`src/rtl/mem_bus_ctrl.sv`:
```
// Bridges the picorv32 native port to ROM/RAM/IO: decode, slave handshake, error responses.
// Latency: 2+ cycles valid-to-ready; errors after decode (2) or timeout (TIMEOUT+2); CPU stalls until ready.
module mem_bus_ctrl #(
    parameter logic [31:0] ROM_BASE = 32'h0000_0000,
    parameter logic [31:0] ROM_SIZE = 32'h0000_1000,
    parameter logic [31:0] RAM_BASE = 32'h0000_1000,
    parameter logic [31:0] RAM_SIZE = 32'h0000_1000,
    parameter logic [31:0] IO_BASE  = 32'h1000_0000,
    parameter logic [31:0] IO_SIZE  = 32'h0000_0100,
    parameter int unsigned TIMEOUT  = 15
) (
    input  logic        clk_in,
    input  logic        reset_n_in,
    input  logic        mem_valid_in,
    input  logic        mem_instr_in,
    input  logic [31:0] mem_addr_in,
    input  logic [31:0] mem_wdata_in,
    input  logic [3:0]  mem_wstrb_in,
    output logic        mem_ready_out,
    output logic [31:0] mem_rdata_out,
    output logic [29:0] slv_addr_out,
    output logic [31:0] slv_wdata_out,
    output logic [3:0]  slv_wstrb_out,
    output logic        slv_write_out,
    output logic        rom_enable_out,
    output logic        ram_enable_out,
    output logic        io_enable_out,
    input  logic        rom_ready_in,
    input  logic        ram_ready_in,
    input  logic        io_ready_in,
    input  logic [31:0] rom_rdata_in,
    input  logic [31:0] ram_rdata_in,
    input  logic [31:0] io_rdata_in,
    output logic        bus_error_out,
    output logic [31:0] err_addr_out
);

    typedef enum logic [1:0] {
        S_IDLE   = 2'd0,
        S_ACCESS = 2'd1,
        S_RESP   = 2'd2,
        S_ERROR  = 2'd3
    } state_t;

    localparam logic [7:0] LP_TIMEOUT = 8'(TIMEOUT);

    state_t      r_state;
    logic [7:0]  r_cnt;
    logic        r_rom_en;
    logic        r_ram_en;
    logic        r_io_en;
    logic        r_mem_ready;
    logic        r_bus_error;
    logic [31:0] r_mem_rdata;
    logic [29:0] r_slv_addr;
    logic [31:0] r_slv_wdata;
    logic [3:0]  r_slv_wstrb;
    logic        r_slv_write;
    logic [31:0] r_req_addr;
    logic [31:0] r_err_addr;

    logic [31:0] w_rom_off;
    logic [31:0] w_ram_off;
    logic [31:0] w_io_off;
    logic        w_rom_hit;
    logic        w_ram_hit;
    logic        w_io_hit;
    logic        w_write;
    logic [29:0] w_slv_addr;
    logic        w_sel_rdy;
    logic [31:0] w_sel_rdata;
    logic [7:0]  w_cnt_inc;

    // Offsets wrap to huge values below a base, so one unsigned compare covers both bounds.
    assign w_rom_off = mem_addr_in - ROM_BASE;
    assign w_ram_off = mem_addr_in - RAM_BASE;
    assign w_io_off  = mem_addr_in - IO_BASE;
    assign w_rom_hit = (w_rom_off < ROM_SIZE);
    assign w_ram_hit = (w_ram_off < RAM_SIZE);
    assign w_io_hit  = (w_io_off  < IO_SIZE);
    assign w_write   = |mem_wstrb_in;

    always_comb begin
        w_slv_addr = mem_addr_in[31:2];
        if (w_rom_hit) begin
            w_slv_addr = w_rom_off[31:2];
        end else if (w_ram_hit) begin
            w_slv_addr = w_ram_off[31:2];
        end else if (w_io_hit) begin
            w_slv_addr = w_io_off[31:2];
        end
    end

    assign w_sel_rdy   = (r_rom_en & rom_ready_in) | (r_ram_en & ram_ready_in) | (r_io_en & io_ready_in);
    assign w_sel_rdata = ({32{r_rom_en}} & rom_rdata_in) |
                         ({32{r_ram_en}} & ram_rdata_in) |
                         ({32{r_io_en}}  & io_rdata_in);
    assign w_cnt_inc   = r_cnt + 8'd1;

    always_ff @(posedge clk_in or negedge reset_n_in) begin
        if (!reset_n_in) begin
            r_state     <= S_IDLE;
            r_cnt       <= 8'd0;
            r_rom_en    <= 1'b0;
            r_ram_en    <= 1'b0;
            r_io_en     <= 1'b0;
            r_mem_ready <= 1'b0;
            r_bus_error <= 1'b0;
            r_mem_rdata <= 32'd0;
            r_slv_addr  <= 30'd0;
            r_slv_wdata <= 32'd0;
            r_slv_wstrb <= 4'd0;
            r_slv_write <= 1'b0;
            r_req_addr  <= 32'd0;
            r_err_addr  <= 32'd0;
        end else begin
            case (r_state)
                S_IDLE: begin
                    r_mem_ready <= 1'b0;
                    r_bus_error <= 1'b0;
                    // A pending ready pulse here is an error response; the CPU has not yet dropped valid.
                    if (mem_valid_in && !r_mem_ready) begin
                        r_slv_addr  <= w_slv_addr;
                        r_slv_wdata <= mem_wdata_in;
                        r_slv_wstrb <= mem_wstrb_in;
                        r_slv_write <= w_write;
                        r_req_addr  <= mem_addr_in;
                        r_cnt       <= 8'd0;
                        if (w_rom_hit && !w_write) begin
                            r_rom_en <= 1'b1;
                            r_state  <= S_ACCESS;
                        end else if (w_ram_hit) begin
                            r_ram_en <= 1'b1;
                            r_state  <= S_ACCESS;
                        end else if (w_io_hit && !mem_instr_in) begin
                            r_io_en  <= 1'b1;
                            r_state  <= S_ACCESS;
                        end else begin
                            r_err_addr <= mem_addr_in;
                            r_state    <= S_ERROR;
                        end
                    end
                end
                S_ACCESS: begin
                    if (!mem_valid_in) begin
                        r_rom_en <= 1'b0;
                        r_ram_en <= 1'b0;
                        r_io_en  <= 1'b0;
                        r_cnt    <= 8'd0;
                        r_state  <= S_IDLE;
                    end else if (w_sel_rdy) begin
                        r_mem_rdata <= r_slv_write ? 32'd0 : w_sel_rdata;
                        r_mem_ready <= 1'b1;
                        r_rom_en    <= 1'b0;
                        r_ram_en    <= 1'b0;
                        r_io_en     <= 1'b0;
                        r_state     <= S_RESP;
                    end else if (w_cnt_inc == LP_TIMEOUT) begin
                        r_rom_en   <= 1'b0;
                        r_ram_en   <= 1'b0;
                        r_io_en    <= 1'b0;
                        r_err_addr <= r_req_addr;
                        r_state    <= S_ERROR;
                    end else begin
                        r_cnt <= w_cnt_inc;
                    end
                end
                S_RESP: begin
                    r_mem_ready <= 1'b0;
                    r_cnt       <= 8'd0;
                    r_state     <= S_IDLE;
                end
                S_ERROR: begin
                    r_mem_ready <= 1'b1;
                    r_bus_error <= 1'b1;
                    r_mem_rdata <= 32'd0;
                    r_cnt       <= 8'd0;
                    r_state     <= S_IDLE;
                end
                default: begin
                    r_state <= S_IDLE;
                end
            endcase
        end
    end

    assign mem_ready_out  = r_mem_ready;
    assign mem_rdata_out  = r_mem_rdata;
    assign slv_addr_out   = r_slv_addr;
    assign slv_wdata_out  = r_slv_wdata;
    assign slv_wstrb_out  = r_slv_wstrb;
    assign slv_write_out  = r_slv_write;
    assign rom_enable_out = r_rom_en;
    assign ram_enable_out = r_ram_en;
    assign io_enable_out  = r_io_en;
    assign bus_error_out  = r_bus_error;
    assign err_addr_out   = r_err_addr;

endmodule

```
`config.mk`:
```
export PLATFORM = sky130hd
export DESIGN_NAME = mem_bus_ctrl
export DESIGN_NICKNAME = d
export VERILOG_FILES = /design/src/rtl/mem_bus_ctrl.sv
export SDC_FILE = /design/constraint.sdc
export NUM_CORES = 1
export LEC_CHECK = 0
export BUFFER_PORTS_ARGS = -buffer_cell sky130_fd_sc_hd__buf_2
export CELL_PAD_IN_SITES_DETAIL_PLACEMENT = 1
export CELL_PAD_IN_SITES_GLOBAL_PLACEMENT = 1
export CORE_MARGIN = 1
export CORE_UTILIZATION = 31
export DETAILED_ROUTE_END_ITERATION = 10
export PLACE_DENSITY = 0.77
export SLEW_MARGIN = 10
export SYNTH_ARGS = -nofsm -noshare
export SYNTH_HDL_FRONTEND = slang
export SYNTH_SLANG_ARGS = --single-unit
export TNS_END_PERCENT = 50
```
`constraint.sdc`:
```
create_clock -name clk_in -period 6 [get_ports clk_in]
set_input_delay 0.9 -clock clk_in [delete_from_list [all_inputs] [get_ports clk_in]]
set_output_delay 0.9 -clock clk_in [all_outputs]
set_load 0.005 [all_outputs]
```
==> flow_metrics.tcl, run 1 <==
set metrics [dict create \
    ys_seq_area_share_pct 53.16 \
    rsz0062_at_grt "false" \
    ant_nets 0 \
    drc_errors 2 \
    syn_to_final_growth_pct 29.31 \
    crit_arrival_ns 4.41 \
    critPathMaxStageDelay_ns 0.90 \
    syn_avg_cell_area_um2 9.861 \
    ys_top_cells_by_area "dfrtp_1 (53%), nand2_1 (13%), mux2_2 (8.7%)" \
    gr-total-overflow 0 \
    clock_sinks 168 \
    min_period_over_period_pct 68.32 \
    peakVddDrop_uv 168.8 \
    synth_commonest_cells "nand2_1 (280), dfrtp_1 (168), mux2_2 (61)" \
    cts.repair.resized 0 \
    path_cells "buf_2 -> inv_1 -> ha_1 -> nor4b_1 -> nand3_1 -> o21ai_0 -> a21oi_1 -> nor4b_4 -> a2bb2oi_4 -> mux2_2" \
    fin_skew_ns 0.01163 \
    final_area_um2 10230 \
    fin_crit_ns 4.099 \
    dp.cells 1384 \
    postCtsHoldBufs 0 \
    cellPowerDensity_nw_per_um2 482.5 \
    syn_inst 802 \
    synth_top_area_cell "dfrtp_1" \
    yosysMostFrequentCell "nand2_1" \
    path_buf_inv 2 \
    cap_violations 0 \
    yosysWarnings 0 \
    clkTransAtPathRegs_ns 0.07 \
    io_pins 307 \
    grt_first_pass_wirelength_mm 41.84 \
    finalSetupTns_ns 0 \
    crit_fanout 32 \
    drt-vias-per-instance 5.102 \
    clk_latency_ns 0.43 \
    whs_ns 0.4275 \
    layout.nets 1255 \
    drv_slew 0 \
    finalWorstSetupSlack_ns 1.901 \
    worst_pin_slew_ns 1.179 \
    stdcell_count 1417 \
    cts_tree "done" \
    drt-pass1-iter-count 9 \
    seqCellArea_um2 4204 \
    clock-root-buffer "clkbuf_16" \
    drt_wl_total_mm 26.76 \
    cts_buffer_depth 2 \
    yosys_register_bits 168 \
    crit_required_ns 6.31 \
    synth_area_um2 7909 \
    slew_headroom_pct 21.09 \
    synth_edf_count 0 \
    place_ws_ns 1.472 \
    violations "design-rule violations" \
    r2r_setup_slack_ns 2.67 \
    yosysUniqueCellTypes 56 \
    synthArstFlopShare_pct 100.0 \
    fillCellCount 2976 \
    port_buffers 306 \
    dpl.hpwl_mm 19.38 \
    hold_viol_final 0 \
    crit_path_start_kind "input port" \
    gp_congestion 0.8110 \
    syn_nets 984 \
    htreeDepth 4 \
    postCtsSetupBuffers 0 \
    die_x_um 161.7 \
    synth_top_area_share_pct 53.16 \
    setup_violations 0 \
    cp_top_family "simple AND/OR/NAND/NOR gates" \
    vias 7230 \
    grtUsageTotal_pct 20.71 \
    cpMaxStageDelayCell "a2bb2oi_4" \
    core_um2 25110 \
    placed_cell_area_um2 9654 \
    cts_buffers 17 \
    antenna_found_initial 2 \
    multi_input_area_um2 3387 \
    initial_core_util_pct 31.50 \
    hold_path_class "in2async" \
    max_freq_mhz 243.9 \
    die-height_um 161.7 \
    power_leakage_nw 5.278 \
    crit_type "in2reg" \
    drive_gt1_share_pct 38.49 \
    fin_util_pct 40.73 \
    post_drt_wl_per_cell_um 18.89 \
    drtIter0Drc 683 \
    status "complete, but fails checks" \
    rows 58 \
    grt_max_degree 77 \
    total_power_mw 4.935 \
    cp-end-kind "flop" \
    synth_top_flop_cell "dfrtp_1" \
    fp.dieArea_um2 26160 \
    grt_pass1_vias 7616 \
]
-- cell families after synthesis --
kind of cell / synth area share (%)
buf+inv: 4.335
xor+xnor: 0.4430
simple gates: 18.64
mux: 9.192
flops: 53.16
compound gates: 12.50
fa+ha+maj: 1.740
-- path summary, 6_finish.rpt --
check                                    end  cells past startpoint              from
hold reg to reg             slv_addr_out[23]                      2  slv_addr_out[23]
min in group clk_in         slv_addr_out[23]                      2  slv_addr_out[23]
max in group asynchronous    slv_addr_out[1]                      2        reset_n_in
hold / removal             mem_rdata_out[22]                      1        reset_n_in
setup / recovery             err_addr_out[8]                     10   mem_addr_in[13]
setup reg to reg             err_addr_out[8]                      9        r_state[0]
-- where the power goes --
part	internal (mW)	switching (mW)	total [mW]
registers	1.61	0.267	1.88
logic	0.877	1.09	1.96
clock network	0.600	0.492	1.09
-- layout make-up --
class | count | area share [%]
well taps | 330 | 4.037
clock buffers | 20 | 4.465
flip-flops and latches | 168 | 41.11
repair buffers | 315 | 15.70
multi-input cells | 559 | 33.12
inverters | 12 | 0.4404
clock inverters | 12 | 1.113
diodes | 1 | 0.02447
-- routing by layer --
metal / global-route usage (%) / share of wire (%) / routed length (um) / vias up
met5: 0 / 0.049 / 13 / -
li1: - / - / - / 3333
met2: 35.97 / 49 / 13170 / 277
met1: 24.44 / 41 / 10910 / 3575
met4: 8.319 / 2.9 / 780 / 2
met3: 5.158 / 7.0 / 1881 / 43
-- state kept, by name (all words and copies together), names as in the netlist --
register        flops
mem_ready_out       1
bus_error_out       1
slv_write_out       1
r_state             2
rom_enable_out      1
r_req_addr         22
err_addr_out       32
mem_rdata_out      32
r_cnt               8
slv_wstrb_out       4
slv_wdata_out      32
slv_addr_out       30
io_enable_out       1
ram_enable_out      1
-- layout by cell type (no fill, tap or decap), drive strengths merged, types with 7 or more instances in the layout --
cell    count
o21ai      31
nor2       16
mux2       61
o31ai      35
buf       315
dfrtp     168
a222oi     33
ha         11
clkbuf     20
nand2     280
nor3        9
inv        17
nand3       7
(Power assumes the default switching activity.)
==> inputs of run 2 (changes only) <==
ABC_AREA = 1   (was not set)
PLACE_DENSITY = 0.79   (was 0.77)
clock period = 4.27 ns   (was 6 ns; I/O delays follow)
==> run 2 against run 1 <==
The run now ends clean. Synthesized cell count increased by 46%. Clock power increased by 53%. Sequential power grew 40%. Die area rose by 9.0%. Cell area grew 8.3%. Synthesized area up 9.2%. Routed wire length grew 11%. Critical path depth unchanged. Worst setup slack got worse by 0.65 ns. Worst hold slack got worse by 0.14 ns. First-iteration DRC count is 53% lower.
==> flow_metrics.tcl, run 2 <==
set metrics [dict create \
    top_layer_used "met5" \
    synthAdderAreaFrac_pct 1.594 \
    critPathMaxStageDelay_ns 0.60 \
    power_leakage_nw 6.083 \
    place_ws_ns 1.036 \
    gp_congestion 0.8251 \
    path_cells "inv_1 -> ha_2 -> nand2_1 -> nand2_1 -> nand2_1 -> a21oi_4 -> buf_4 -> nand3_2 -> nand2_1 -> nand2_1" \
    postCtsSetupBuffers 0 \
    status "finished clean" \
    die_x_um 168.9 \
    ant_nets 0 \
    synthArstFlopShare_pct 100.0 \
    min_period_over_period_pct 70.66 \
    gr-total-overflow 0 \
    grt_pass1_vias 8869 \
    drt-vias-per-instance 4.770 \
    finalSetupTns_ns 0 \
    postCtsHoldBufs 0 \
    reg2reg_depth 10 \
    hold_path_class "in2async" \
    seqPwrFrac_pct 36.0 \
    cellPowerDensity_nw_per_um2 663.9 \
    antenna_found_initial 5 \
    io_pins 307 \
    clkTransAtPathRegs_ns 0.07 \
    clock_sinks 168 \
    stdcell_count 1825 \
    wl_met3_mm 2.552 \
    fp.dieArea_um2 28520 \
    max_freq_mhz 331.4 \
    setup_violations 0 \
    synth_top_area_share_pct 48.70 \
    combPwrFrac_pct 41.4 \
    crit_top_cell "nand2_1" \
    crit_type "reg2reg" \
    synth_top_flop_cell "dfrtp_1" \
    layout_commonest_cell "nand2_1" \
    cap_violations 0 \
    synth_area_um2 8633 \
    rows 60 \
    cts.repair.resized 0 \
    yosys_register_bits 168 \
    worst_pin_slew_ns 1.080 \
    yosysUniqueCellTypes 33 \
    yosysWarnings 0 \
    synth_top_area_cell "dfrtp_1" \
    crit_arrival_ns 3.32 \
    yosysMostFrequentCell "nand2_1" \
    synth_commonest_cells "nand2_1 (497), dfrtp_1 (168), o21ai_0 (102)" \
    cp-end-kind "flop" \
    drc_errors 0 \
    hold_viol_final 0 \
    syn_avg_cell_area_um2 7.379 \
    drt_wl_total_mm 29.60 \
    cts_buffer_depth 2 \
    vias 8705 \
    drtIter0Drc 324 \
    post_drt_wl_per_cell_um 16.22 \
    fin_crit_ns 3.017 \
    core_um2 27100 \
    yosys.area_share.simple_pct 33.99 \
    antennaDiodeCount 0 \
    crit_path_start_kind "flop" \
    drt-pass1-iter-count 4 \
    wl_met2_mm 14.60 \
    peakVddDrop_uv 243.2 \
    wl_met1_mm 12.01 \
    rr_startpoint "r_state[1]" \
    cts_tree "done" \
    yosys-mux-area-fraction_pct 0 \
    layout.nets 1622 \
    syn_to_final_growth_pct 28.25 \
    grt_max_degree 108 \
    finalWorstSetupSlack_ns 1.253 \
    die-height_um 168.9 \
    cts_buffers 17 \
    clock-root-buffer "clkbuf_16" \
    r2r_end "err_addr_out[30]" \
    swShare_pct 41.35 \
    port_buffers 306 \
    final_cell_mix "nand2_1 (497), buf_2 (305), dfrtp_1 (168)" \
    syn_nets 1352 \
    internal_power_mw 4.311 \
    whs_ns 0.2867 \
    clock_power_share_pct 22.7 \
    initial_core_util_pct 31.86 \
    synth_top_family_by_area "simple AND/OR/NAND/NOR gates" \
    synth_edf_count 0 \
    crit_required_ns 4.58 \
    htreeDepth 4 \
    total_power_mw 7.351 \
    grtUsageTotal_pct 20.81 \
    cpMaxStageDelayCell "ha_2" \
    grt_first_pass_wirelength_mm 46.62 \
    path_buf_inv 2 \
    crit_fanout 33 \
    dp.cells 1793 \
    r2r_setup_slack_ns 1.25 \
    drv_slew 0 \
    fin_skew_ns 0.009874 \
    synth_compound_area_share_pct 6.957 \
    synthXorXnorAreaFrac_pct 0.7101 \
    clk_latency_ns 0.43 \
    ys_seq_area_share_pct 48.70 \
    slew_headroom_pct 27.99 \
    rsz0062_at_grt "false" \
    drive_gt1_share_pct 25.67 \
    switchingPower_mw 3.040 \
    syn_inst 1170 \
    ys_top_cells_by_area "dfrtp_1 (49%), nand2_1 (22%), o21ai_0 (5.9%)" \
    dpl.hpwl_mm 22.39 \
    cp_top_family "simple AND/OR/NAND/NOR gates" \
]
==> run 2: changes by cell type in the layout (fill, tap and decap cells not counted), moves of 40 or more <==
cell	before	now
nand2_1	280	497
inv_1	12	95
nor2_1	15	55
o21ai_0	31	102
nand3_1	7	94
mux2_2	61	0
==> run 2: layer usage <==
layer,global-route usage (%),vias up
li1,-,4224
met1,23.77,4151
met2,37.03,283
met3,7.178,37
met4,5.059,10
met5,0,-
==> run 2: logic make-up (layout without fill, tap and decap cells) <==
| logic type | after synthesis | in the layout |
|---|---|---|
| buf+inv | 167 | 450 |
| xor+xnor | 7 | 7 |
| flops | 168 | 168 |
| compound gates | 114 | 114 |
| fa+ha+maj | 11 | 11 |
| simple gates | 703 | 703 |
==> run 2: layout make-up <==
| class | count | area [um^2] |
|---|---|---|
| timing repair buffer | 320 | 1655 |
| multi-input combinational | 835 | 3756 |
| tap | 372 | 465.4 |
| fill | 3495 | 16030 |
| sequential | 168 | 4204 |
| clock buffer | 18 | 439.2 |
| inverter | 98 | 367.9 |
| clock inverter | 14 | 183.9 |
==> run 2: metrics by stage <==
| step | utilization, % | instance area, um^2 |
|---|---|---|
| 2_1_floorplan | - | 8633 |
| 3_3_place_gp | 38.55 | 10450 |
| 3_5_place_dp | 38.55 | 10450 |
| 4_1_cts | 40.85 | 11070 |
| 5_1_grt | 40.85 | 11070 |
| 6_report | 40.85 | 11070 |
==> run 2: how the worst max path moves through the flow <==
| stage | slack (ns) | depth (start not counted) | startpoint | to |
|---|---|---|---|---|
| final | 1.25 | 10 | r_state[1] | err_addr_out[30] |
| after global routing | 0.91 | 10 | r_state[1] | err_addr_out[30] |
| after CTS | 1.20 | 10 | r_state[1] | err_addr_out[30] |
| after detailed placement | 1.04 | 15 | mem_addr_in[12] | err_addr_out[27] |
| after global placement | 1.18 | 15 | mem_addr_in[12] | err_addr_out[5] |
| after floorplan | 2.07 | 14 | mem_addr_in[12] | err_addr_out[10] |
==> run 2: power by group through the flow <==
stage | registers, mW | logic, mW | clock network [mW]
2_1_floorplan | 2.65 | 1.80 | 0
3_3_place_gp | 2.65 | 3.00 | 0
3_5_place_dp | 2.67 | 3.10 | 0
4_1_cts | 2.65 | 3.12 | 1.73
5_1_grt | 2.72 | 3.48 | 1.79
6_report | 2.64 | 3.04 | 1.67
==> run 2: worst register-to-register path: cells and delay by family, from the launching register on <==
| family | cells | cell delay [ns] |
|---|---|---|
| AND/OR/NAND/NOR | 6 | 1.34 |
| adder cells (fa/ha/maj) | 1 | 0.60 |
| buffers and inverters | 2 | 0.43 |
| flip-flops | 1 | 0.42 |
| AO/OA/AOI/OAI | 1 | 0.11 |
==> inputs of run 3 (changes only) <==
PLACE_DENSITY = 0.82   (was 0.79)
clock period = 2.5 ns   (was 4.27 ns; I/O delays follow)
==> run 3 against run 2 <==
Clock-buffer cell count stayed put. Critical path type unchanged. Die area unchanged. First-iteration DRC count is 44% higher. Clock skew up 0.0045 ns. Cell count grew 0.66%. Cell area rose by 1.0%. Routed wire length up 3.5%. Worst hold slack worse by 0.15 ns. Largest power group unchanged. Combinational power is 76% higher. Sequential power up 71%. Worst setup slack worse by 0.91 ns. Via count grew 1.5%.
==> flow_metrics.tcl, run 3 (synthesis results as in run 2) <==
set metrics [dict create \
    post_drt_wl_per_cell_um 16.67 \
    crit_arrival_ns 2.48 \
    cap_violations 0 \
    gr-total-overflow 0 \
    htreeDepth 4 \
    dpl.hpwl_mm 23.19 \
    initial_core_util_pct 31.86 \
    status "finished clean" \
    r2r_end "err_addr_out[15]" \
    cts_tree "done" \
    grt_pass1_vias 9372 \
    top_layer_used "met5" \
    cts_buffer_depth 2 \
    seqPwrFrac_pct 35.8 \
    cellPowerDensity_nw_per_um2 1129 \
    fin_crit_ns 2.161 \
    worst_pin_slew_ns 0.5683 \
    clock-root-buffer "clkbuf_16" \
    cts_buffers 17 \
    r2r_setup_slack_ns 0.34 \
    hold_start "mem_wdata_in[13]" \
    combPwrFrac_pct 42.4 \
    crit_fanout 32 \
    syn_to_final_growth_pct 29.58 \
    core_um2 27100 \
    final_cell_mix "nand2_1 (497), buf_2 (305), dfrtp_1 (168)" \
    holdPathStages 3 \
    max_freq_mhz 462.8 \
    die-height_um 168.9 \
    hold_path_class "in2reg" \
    internal_power_mw 7.364 \
    crit_type "reg2reg" \
    drc_errors 0 \
    setup_violations 0 \
    wl_met2_mm 14.76 \
    dp.cells 1803 \
    rsz0062_at_grt "false" \
    port_buffers 306 \
    finalSetupTns_ns 0 \
    crit_path_start_kind "flop" \
    grt_max_degree 108 \
    ant_nets 0 \
    fp.dieArea_um2 28520 \
    fillCellCount 3503 \
    slew_headroom_pct 62.11 \
    vias 8839 \
    clock_power_share_pct 21.8 \
    min_period_over_period_pct 86.44 \
    drive_gt1_share_pct 26.16 \
    cp-end-kind "flop" \
    drv_slew 0 \
    peakVddDrop_uv 560.2 \
    rr_startpoint "r_cnt[1]" \
    layout_commonest_cell "nand2_1" \
    hold_viol_final 0 \
    drtIter0Drc 465 \
    switchingPower_mw 5.267 \
    stdcell_count 1837 \
    crit_required_ns 2.82 \
    drt-pass1-iter-count 4 \
    power_leakage_nw 6.142 \
    gp_congestion 0.8727 \
    rows 60 \
    die_x_um 168.9 \
    clk_latency_ns 0.43 \
    min_to "slv_wdata_out[13]" \
    cts.repair.resized 0 \
    swShare_pct 41.70 \
    reg2reg_depth 13 \
    wl_met1_mm 12.04 \
    drt-vias-per-instance 4.812 \
    wl_met3_mm 2.563 \
    fin_skew_ns 0.01438 \
    drt_wl_total_mm 30.63 \
    clock_sinks 168 \
    antenna_found_initial 7 \
    grt_first_pass_wirelength_mm 48.39 \
    clkTransAtPathRegs_ns 0.08 \
    grtUsageTotal_pct 21.70 \
    layout.nets 1633 \
    io_pins 307 \
]
## run 3: cell types whose count changed in the layout (fill, tap and decap cells not counted)
cell	before	now
diode_2	0	1
dlygate4sd3_1	0	1
bufinv_16	3	2
buf_4	13	19
buf_12	1	5
inv_6	6	5
clkinvlp_4	0	1
clkinv_4	1	2
## run 3: worst max-delay path, cell delays in order (launching register included)
cell and delay, ns:
dfrtp_1 0.41, ha_1 0.23, nand4_1 0.17, nor2_1 0.15, nand2_1 0.07, nand2_1 0.09, nand2_1 0.05, nor2_1 0.14
nand2_1 0.12, a21oi_4 0.18, nand3_2 0.11, buf_12 0.19, nand2_1 0.08, nand2_1 0.05
## run 3: worst max path at each step
stage	start	to	slack, ns	depth (start not counted)
detailed placement	mem_addr_in[13]	err_addr_out[5]	0.15	13
finish	r_cnt[1]	err_addr_out[15]	0.34	13
global route	r_cnt[1]	r_cnt[4]	0.12	10
CTS	r_cnt[1]	err_addr_out[15]	0.31	13
global placement	mem_addr_in[13]	slv_addr_out[11]	0.26	16
floorplan	r_state[0]	err_addr_out[10]	0.51	13
## run 3: stage by stage
step	instance area [um^2]	hold slack, ns	total power, mW	utilization [%]	setup slack [ns]
final	11190	0.1329	12.63	41.28	0.3391
after global routing	11190	0.1392	13.67	41.28	0.1230
after floorplan	8633	0.07941	7.588	-	0.5068
after CTS	11180	0.1203	12.85	41.27	0.3053
after detailed placement	10570	0.3680	10.00	39.02	0.1526
after global placement	10570	0.3671	9.743	39.02	0.2550
## run 3: power by group through the flow
stage	registers, mW	logic (mW)	clock network (mW)
finish	4.52	5.36	2.75
global route	4.66	6.07	2.94
CTS	4.54	5.48	2.84
detailed placement	4.57	5.44	0
global placement	4.52	5.23	0
floorplan	4.52	3.07	0
## run 3: routing by layer
metal | vias to the layer above | global-route usage [%]
li1 | 4264 | -
met1 | 4180 | 23.46
met2 | 314 | 38.57
met3 | 69 | 7.318
met4 | 12 | 9.170
met5 | - | 0
## run 3: cell type report
cell class              instances  area, um^2  area share, %
diodes                          1       2.502        0.02237
multi-input cells             835        3756          33.58
repair buffers                331        1790          16.00
well taps                     372       465.4          4.161
clock inverters                14       161.4          1.443
flip-flops and latches        168        4204          37.58
inverters                      98       367.9          3.288
clock buffers                  18       439.2          3.926
## run 3: repair_timing
item,4_1_cts,5_1_grt
hold endpoints to repair,50,0
hold buffers,1,0
setup buffers,0,0
